`src/rtl/delay_line_bank.sv`:
```
`default_nettype none
// ============================================================================
//  Module   : delay_line_bank
//  Purpose  : Multi-channel EDSAC-style mercury delay line. Each channel
//             decodes carrier-modulated pulses into one bit per slot, stores
//             it in a shared circular RAM and re-emits it as a modulated
//             pulse train DEPTH+1 slots later, optionally recirculating.
//  Revision : 1.0  initial release
// ============================================================================
module delay_line_bank #(
  parameter int CHANNELS     = 1,
  parameter int DEPTH        = 527,
  parameter int SLOT_CYCLES  = 256,
  parameter int PULSE_CYCLES = 120,
  parameter int MOD_DIV      = 10,
  parameter int MIN_EDGES    = 4
) (
  input  logic                       clk_in,
  input  logic                       rst,
  input  logic [CHANNELS-1:0]        in,
  input  logic [CHANNELS-1:0]        recirc,
  output logic [CHANNELS-1:0]        out,
  output logic                       ready,
  output logic                       slot_strobe,
  output logic [$clog2(DEPTH)-1:0]   slot_idx,
  output logic                       led0,
  output logic                       led1
);

  localparam int c_IDX_W     = $clog2(DEPTH);
  localparam int c_SLOT_W    = $clog2(SLOT_CYCLES);
  localparam int c_PHASE_W   = $clog2(MOD_DIV);
  localparam int c_EDGE_W    = $clog2(MIN_EDGES + 1);
  localparam int c_STRETCH_W = 20;

  localparam logic [c_IDX_W-1:0]   c_IDX_LAST   = c_IDX_W'(DEPTH - 1);
  localparam logic [c_SLOT_W-1:0]  c_SLOT_LAST  = c_SLOT_W'(SLOT_CYCLES - 1);
  localparam logic [c_SLOT_W-1:0]  c_PULSE_END  = c_SLOT_W'(PULSE_CYCLES);
  localparam logic [c_PHASE_W-1:0] c_PHASE_LAST = c_PHASE_W'(MOD_DIV - 1);
  localparam logic [c_PHASE_W-1:0] c_PHASE_HALF = c_PHASE_W'(MOD_DIV / 2);
  localparam logic [c_EDGE_W-1:0]  c_EDGE_MIN   = c_EDGE_W'(MIN_EDGES);
  localparam logic [c_EDGE_W-1:0]  c_EDGE_PRE   = c_EDGE_W'(MIN_EDGES - 1);

  typedef enum logic [0:0] {
    ST_CLEAR = 1'b0,
    ST_RUN   = 1'b1
  } state_t;

  state_t r_state;
  state_t w_state_nxt;

  logic [c_IDX_W-1:0]     r_slot_idx;
  logic [c_SLOT_W-1:0]    r_slot_cnt;
  logic [c_PHASE_W-1:0]   r_phase;
  logic [CHANNELS-1:0]    r_sync1;
  logic [CHANNELS-1:0]    r_sync2;
  logic [CHANNELS-1:0]    r_sync_d;
  logic [CHANNELS-1:0]    r_tx_bit;
  logic [CHANNELS-1:0]    r_out;
  logic                   r_ready;
  logic                   r_led1;
  logic [c_STRETCH_W-1:0] r_stretch;

  // Storage carries no reset; CLEAR state scrubs it after every reset.
  logic [CHANNELS-1:0]    r_mem [DEPTH];

  logic                   w_run;
  logic                   w_slot_end;
  logic                   w_mem_we;
  logic                   w_carrier;
  logic [CHANNELS-1:0]    w_rise;
  logic [CHANNELS-1:0]    w_new_bit;
  logic [CHANNELS-1:0]    w_rd;
  logic [CHANNELS-1:0]    w_wr_data;

  // State register.
  always_ff @(posedge clk_in or posedge rst) begin
    if (rst) r_state <= ST_CLEAR;
    else     r_state <= w_state_nxt;
  end

  // Next state and per-cycle control: leave CLEAR once the last address is scrubbed.
  always_comb begin
    w_state_nxt = r_state;
    w_run       = 1'b0;
    w_mem_we    = 1'b0;
    w_slot_end  = 1'b0;
    case (r_state)
      ST_CLEAR: begin
        w_mem_we = 1'b1;
        if (r_slot_idx == c_IDX_LAST) w_state_nxt = ST_RUN;
      end
      ST_RUN: begin
        w_run      = 1'b1;
        w_slot_end = (r_slot_cnt == c_SLOT_LAST);
        w_mem_we   = w_slot_end;
      end
      default: w_state_nxt = ST_CLEAR;
    endcase
  end

  // Two-flop synchroniser plus a delayed copy for rising-edge detection.
  always_ff @(posedge clk_in or posedge rst) begin
    if (rst) begin
      r_sync1  <= '0;
      r_sync2  <= '0;
      r_sync_d <= '0;
    end else begin
      r_sync1  <= in;
      r_sync2  <= r_sync1;
      r_sync_d <= r_sync2;
    end
  end

  assign w_rise = r_sync2 & ~r_sync_d;

  generate
    for (genvar gi = 0; gi < CHANNELS; gi++) begin : g_chan
      logic [c_EDGE_W-1:0] r_edge_cnt;

      // Saturating per-slot edge count; emptied at every slot end.
      always_ff @(posedge clk_in or posedge rst) begin
        if (rst)                               r_edge_cnt <= '0;
        else if (!w_run || w_slot_end)         r_edge_cnt <= '0;
        else if (w_rise[gi] && (r_edge_cnt != c_EDGE_MIN))
                                               r_edge_cnt <= r_edge_cnt + 1'b1;
      end

      // An edge landing on the slot-end cycle still counts toward the decision.
      assign w_new_bit[gi] = (r_edge_cnt == c_EDGE_MIN) ||
                             (w_rise[gi] && (r_edge_cnt == c_EDGE_PRE));
    end
  endgenerate

  // Read happens combinationally before the same-edge write: read-before-write.
  assign w_rd      = r_mem[r_slot_idx];
  assign w_wr_data = w_run ? ((recirc & w_rd) | (~recirc & w_new_bit)) : '0;

  // RAM write port: scrub during CLEAR, store one bit per channel at slot end.
  always_ff @(posedge clk_in) begin
    if (w_mem_we) r_mem[r_slot_idx] <= w_wr_data;
  end

  // Circular RAM pointer, shared by the scrub sweep and the slot sequence.
  always_ff @(posedge clk_in or posedge rst) begin
    if (rst)           r_slot_idx <= '0;
    else if (w_mem_we) r_slot_idx <= (r_slot_idx == c_IDX_LAST) ? '0 : r_slot_idx + 1'b1;
  end

  // Slot timing and carrier phase; phase realigns at every slot start.
  always_ff @(posedge clk_in or posedge rst) begin
    if (rst) begin
      r_slot_cnt <= '0;
      r_phase    <= '0;
    end else if (!w_run) begin
      r_slot_cnt <= '0;
      r_phase    <= '0;
    end else if (w_slot_end) begin
      r_slot_cnt <= '0;
      r_phase    <= '0;
    end else begin
      r_slot_cnt <= r_slot_cnt + 1'b1;
      r_phase    <= (r_phase == c_PHASE_LAST) ? '0 : r_phase + 1'b1;
    end
  end

  // Bit being transmitted in the coming slot, taken from the RAM read at slot end.
  always_ff @(posedge clk_in or posedge rst) begin
    if (rst)             r_tx_bit <= '0;
    else if (!w_run)     r_tx_bit <= '0;
    else if (w_slot_end) r_tx_bit <= w_rd;
  end

  assign w_carrier = w_run && (r_slot_cnt < c_PULSE_END) && (r_phase < c_PHASE_HALF);

  // Registered modulated output and ready flag.
  always_ff @(posedge clk_in or posedge rst) begin
    if (rst) begin
      r_out   <= '0;
      r_ready <= 1'b0;
    end else begin
      r_out   <= r_tx_bit & {CHANNELS{w_carrier}};
      r_ready <= (w_state_nxt == ST_RUN);
    end
  end

  // Activity LED: reload the stretch counter while any output is high, then bleed down.
  always_ff @(posedge clk_in or posedge rst) begin
    if (rst) begin
      r_stretch <= '0;
      r_led1    <= 1'b0;
    end else begin
      if (|r_out)                r_stretch <= '1;
      else if (r_stretch != '0)  r_stretch <= r_stretch - 1'b1;
      r_led1 <= (|r_out) || (r_stretch != '0);
    end
  end

  assign out         = r_out;
  assign ready       = r_ready;
  assign led0        = r_ready;
  assign led1        = r_led1;
  assign slot_strobe = w_slot_end;
  assign slot_idx    = r_slot_idx;

endmodule
`default_nettype wire

```
`config.mk`:
```
export PLATFORM = sky130hd
export DESIGN_NAME = delay_line_bank
export DESIGN_NICKNAME = d
export VERILOG_FILES = /design/src/rtl/delay_line_bank.sv
export SDC_FILE = /design/constraint.sdc
export NUM_CORES = 1
export LEC_CHECK = 0
export CORE_ASPECT_RATIO = 0.8
export CORE_UTILIZATION = 48
export CTS_CLUSTER_DIAMETER = 80
export DETAILED_ROUTE_END_ITERATION = 6
export HOLD_SLACK_MARGIN = 0.12
export PLACE_DENSITY = 0.68
export SYNTH_ARGS = -nofsm -noshare
export SYNTH_HDL_FRONTEND = slang
export SYNTH_SLANG_ARGS = --single-unit
```
`constraint.sdc`:
```
create_clock -name clk_in -period 35.5 [get_ports clk_in]
set_clock_uncertainty 0.15 [all_clocks]
set_input_delay 8.875 -clock clk_in [delete_from_list [all_inputs] [get_ports clk_in]]
set_output_delay 8.875 -clock clk_in [all_outputs]
set_load 0.02 [all_outputs]
```
### Word level (Yosys, flattened, before mapping)

Memory sizes are Yosys's and may differ from the RTL's.
Index checks and enable logic that the tools add are counted.

| operators by class | value |
|---|---|
| $add $sub $neg | 5 |
| multipliers | 0 |
| divide/modulo/power cells | 0 |
| order comparisons | 2 |
| equality and inequality tests | 7 |
| shifts and indexed selects | 0 |
| multiplexer cells | 20 |
| bitwise logic cells | 8 |
| reductions and logical operators | 11 |

Operator list:

| cell | count |
|---|---|
| 20-bit two-way mux | 2 |
| 20-bit nonzero test | 1 |
| 20-bit by 1-bit subtractor with 20-bit output (second input constant) | 1 |
| 8-bit two-way mux | 2 |
| 4-bit two-way mux | 3 |
| 10-bit by 1-bit adder with 10-bit output (second input constant) | 1 |
| 10-bit equality test (second input constant) | 1 |
| 10-bit two-way mux | 1 |
| 1-bit two-way mux | 9 |
| 8-bit by 1-bit adder with 8-bit output (second input constant) | 1 |
| 8-bit equality test (second input constant) | 1 |
| 8-bit by 7-bit < comparator with 1-bit output (second input constant) | 1 |
| 3-bit two-way mux | 2 |
| 4-bit by 1-bit adder with 4-bit output (second input constant) | 1 |
| 1-bit bitwise AND | 4 |
| 4-bit equality test (second input constant) | 1 |
| 1-bit logical AND | 4 |
| 4-bit by 3-bit < comparator with 1-bit output (second input constant) | 1 |
| 2-bit nonzero test | 2 |
| 3-bit by 1-bit adder with 3-bit output (second input constant) | 1 |
| 3-bit by 2-bit equality test with 1-bit output (second input constant) | 1 |
| 3-bit equality test (second input constant) | 1 |
| 1-bit logical OR | 3 |
| 3-bit inequality test (second input constant) | 1 |
| 5 further kinds | 7 |

| word-level totals | value |
|---|---|
| bits in registers | 52 |
| bits in latches | 0 |
| bits in writable memories | 527 |
| ROM bits | 0 |
| output and inout bits | 15 |
| word-level logic and storage cells | 66 |
| memories | 1 |

Memories:

| memory | words | width | rd ports | clocked after memory_dff | write ports | line | source |
|---|---|---|---|---|---|---|---|
| r_mem | 527 | 1 | 1 | 0 | 1 | 65 | `logic [CHANNELS-1:0] r_mem [DEPTH];` |

### Depth between registers and ports, before layout

| depth | value |
|---|---|
| depth after elaboration | 7 |
| depth in mapped cells | 12 |
| depth with buffers taken out | 8 |

### Worst setup path after synthesis

No wires, ideal clock.

| path | value |
|---|---|
| path type | in2reg |
| from | input port recirc |
| to | memory r_mem[0] (data pin) |
| arrival | 23.007 ns |
| required time | 32.328 ns |
| slack | 9.321 ns |
| stages on the path | 2 |
| path buffers | 0 |
| cells stage by stage | o21ai_0 -> a21oi_1 |

| on the way | value |
|---|---|
| longest elaborated chain between the ends | 4 |
| elaborated cells between the ends (all ways) | 5 |
| those cells by class | 1 x mux; 4 x bitwise |

RTL lines:

| what | line | source |
|---|---|---|
| from (decl) | 21 | `input logic [CHANNELS-1:0] recirc,` |
| 1-bit inverter | 137 | `assign w_wr_data = w_run ? ((recirc & w_rd) \| (~recirc & w_new_bit)) : '0;` |
| 1-bit bitwise AND | 137 |  |
| 1-bit OR * | 137 |  |
| 1-bit two-way mux * | 137 |  |
| named net w_wr_data | 74 | `logic [CHANNELS-1:0] w_wr_data;` |
| to (decl) | 65 |  |

Mark *: on every way through the listed nets, which the timed path passes. The rest lies on a longest branch.

### Final worst setup path

| path | value |
|---|---|
| from | input port recirc |
| to | memory r_mem[28] (data pin) |

Same word-level chain as after synthesis.

==> impl_metrics.json <==
{
  "crit_path_cell_trace": "clkdlybuf4s50_1 > o21ai_0 > a21oi_4 > buf_4 > buf_12",
  "max-slew-margin-rel_pct": -0.426,
  "muxShareOfSynthArea_pct": 10.5,
  "core_area_mm2": 0.0526,
  "drc_errors": 0,
  "drv_slew": 27,
  "ys_warn_count": 0,
  "fp-row-count": 75,
  "power.leakage_uw": 0.0114,
  "final_cell_count_no_fill": 2719,
  "hold_class": "register to register",
  "antenna_found_initial": 0,
  "crit_path_max_fanout": 304,
  "dp.cells": 2620,
  "async_reset_ff_share_pct": 8.98,
  "cts-htree-levels": 2,
  "clock_sinks": 579,
  "hpwl_mm": 38.9,
  "avgSynthCellArea_um2": 12.6,
  "synth_compound_area_share_pct": 4.13,
  "die_y_um": 209,
  "clock_latency_ps": 620,
  "worstPathArrival_ps": 11550,
  "power.density_mw_per_mm2": 46.3,
  "fmax_mhz": 86.9,
  "fin_util_pct": 53.2,
  "worstPathRequired_ps": 35540,
  "grt_max_degree": 305,
  "fin_setup_tns_ps": 0,
  "clkSlewWorstSetupHoldPaths_ps": 60,
  "antenna_left": 0,
  "cp_slowest_cell": "buf_4",
  "ios": 19,
  "tightest_slew_ps": 1510,
  "yosysMostFrequentCell": "nor2_1",
  "setup_violations": 0,
  "cts_buffers": 56,
  "dr.pass1.iters": 6,
  "area_growth_pct": 9.09,
  "nFillCells": 4398,
  "rsz0062_at_grt": "false",
  "yosys-top-cells-area": "edfxtp_1 (62%), mux2i_1 (10%), nor2_1 (8.3%)",
  "drv_cap": 0,
  "cts-root-buf": "clkbuf_16",
  "timing.hold.ws_ps": 205,
  "vias_per_cell": 6.07,
  "grt_pass1_vias": 15418,
  "ys_ff_latch": 579,
  "violations": "max-slew violations",
  "ctsResizeCount": 0,
  "final_area_mm2": 0.0280,
  "hold_buffers": 0,
  "drive_gt1_share_pct": 6.81,
  "grt_overflow_total": 0,
  "synth_top_cell_area_share_pct": 61.7,
  "grt_pass1_wl_mm": 99.8,
  "yosysSeqAreaShare_pct": 66.8,
  "cts_setup_buffers": 0,
  "synth_fa_ha_area_share_pct": 0.634,
  "wirelength_mm": 68.0,
  "die_w_um": 260,
  "cp-start-kind": "input pin",
  "synth_top_cell_by_area": "edfxtp_1",
  "syn_area_mm2": 0.0256,
  "gp_congestion": 0.916,
  "drt_iter0_markers": 2534,
  "placed_area_mm2": 0.0263,
  "start_util_pct": 48.8,
  "hold_viol": 0,
  "endpoint_kind": "register",
  "synth_top_family_by_area": "simple AND/OR/NAND/NOR gates",
  "fin_crit_ps": 11510,
  "synth_edf_count": 527,
  "port_buffers": 18,
  "synth_simple_gate_area_share_pct": 13.9,
  "clockBufferDepth": 3,
  "crit_type": "input pin to register",
  "yosysUniqueCellTypes": 57,
  "synth_ff_type": "edfxtp_1",
  "synthXorXnorAreaFrac_pct": 0.820,
  "cts_tree": "built",
  "synth_common_cells": "nor2_1 (565), edfxtp_1 (527), mux2i_1 (260)",
  "dieArea_mm2": 0.0544,
  "vias": 16514,
  "syn_inst": 2036,
  "period_share_pct": 32.4,
  "syn-num-nets": 2053,
  "fin_nets": 2002,
  "status": "finished, violations left",
  "slowest_delay_ps": 690,
  "ir_drop_mv": 0.0372,
  "grt_usage_pct": 25.1,
  "wl_per_cell_um": 25.0
}
==> layer usage <==
layer  up-vias  global-route usage [%]  share of wire [%]
li1       7246                       -                  -
met1      8350                    36.4                 41
met2       808                    38.2                 45
met3       110                    5.30                 11
met4         0                    6.82                2.4
met5         -                       0                  0
==> flip-flops by register name, summed over array words and instances, names as in the netlist <==
register / flops
r_mem: 527
r_stretch: 20
slot_idx: 10
r_slot_cnt: 8
r_phase: 4
g_chan.r_edge_cnt: 3
led0: 1
led1: 1
out: 1
r_sync1: 1
r_sync2: 1
r_sync_d: 1
r_tx_bit: 1
==> layout make-up <==
class / instances / area [um^2] / share of cell area (%)
diodes: 1 / 2.50 / 0.00894
clock buffers: 70 / 1510 / 5.38
clock inverters: 28 / 171 / 0.613
inverters: 15 / 56.3 / 0.201
multi-input cells: 1274 / 7730 / 27.6
flip-flops and latches: 579 / 17100 / 61.2
well taps: 693 / 867 / 3.10
repair buffers: 59 / 513 / 1.83
==> layout by cell type, fill, tap and decap left out, drive strengths merged, types with 7 or more instances in the layout <==
cell type | netlist | layout
nor2 | 565 | 565
edfxtp | 527 | 527
mux2i | 260 | 260
o22ai | 123 | 123
clkbuf | 107 | 70
nand3 | 53 | 53
dfrtp | 52 | 52
nand2 | 48 | 48
buf | 61 | 41
nand2b | 34 | 34
nor4 | 31 | 31
clkinv | 1 | 22
clkdlybuf4s50 | 0 | 18
inv | 14 | 18
xnor2 | 14 | 14
o21ai | 14 | 14
ha | 13 | 13
nor3 | 11 | 11
a21oi | 11 | 11
xor2 | 10 | 10
nor2b | 10 | 10
and3 | 7 | 7
nand4 | 7 | 7
==> worst paths after layout <==
path	start	endpoint	slack (ps)	cells after the start
max in group asynchronous	rst	slot_idx[0]	26030	3
min	r_sync1	r_sync2	200	0
max	recirc	r_mem[28]	23990	5
max reg2reg	slot_idx[0]	r_mem[28]	28530	12
min reg2reg	r_sync1	r_sync2	200	0
min in group asynchronous	rst	r_stretch[3]	8630	3
==> kinds of logic (layout without fill, tap and decap cells) <==
group           Yosys count  count (layout)
mux                     264             264
simple gates            805             805
compound gates          168             168
flops                   579             579
buf+inv                 183             172
xor+xnor                 24              24
other cells               0               1
fa+ha+maj                13              13
==> power by group <==
group	switching [uW]	total (uW)	internal, uW	leakage, uW
Sequential	0.0613	733	733	0.00661
Clock	254	560	306	0.000825
Combinational	1.42	1.91	0.486	0.00392
Total	255	1290	1040	0.0114
==> through the flow <==
stage	setup slack, ps	total power [uW]
finish	23990	1290
global route	23840	1320
CTS	23990	1300
detailed placement	23580	750
global placement	23670	750
floorplan	9320	749
==> critical path: cells and delay by family <==
| family | cells | cell delay [ps] |
|---|---|---|
| buffers and inverters | 3 | 1790 |
| AOI/OAI and AO/OA | 2 | 300 |
No activity file was read; power rests on OpenSTA's default activity.
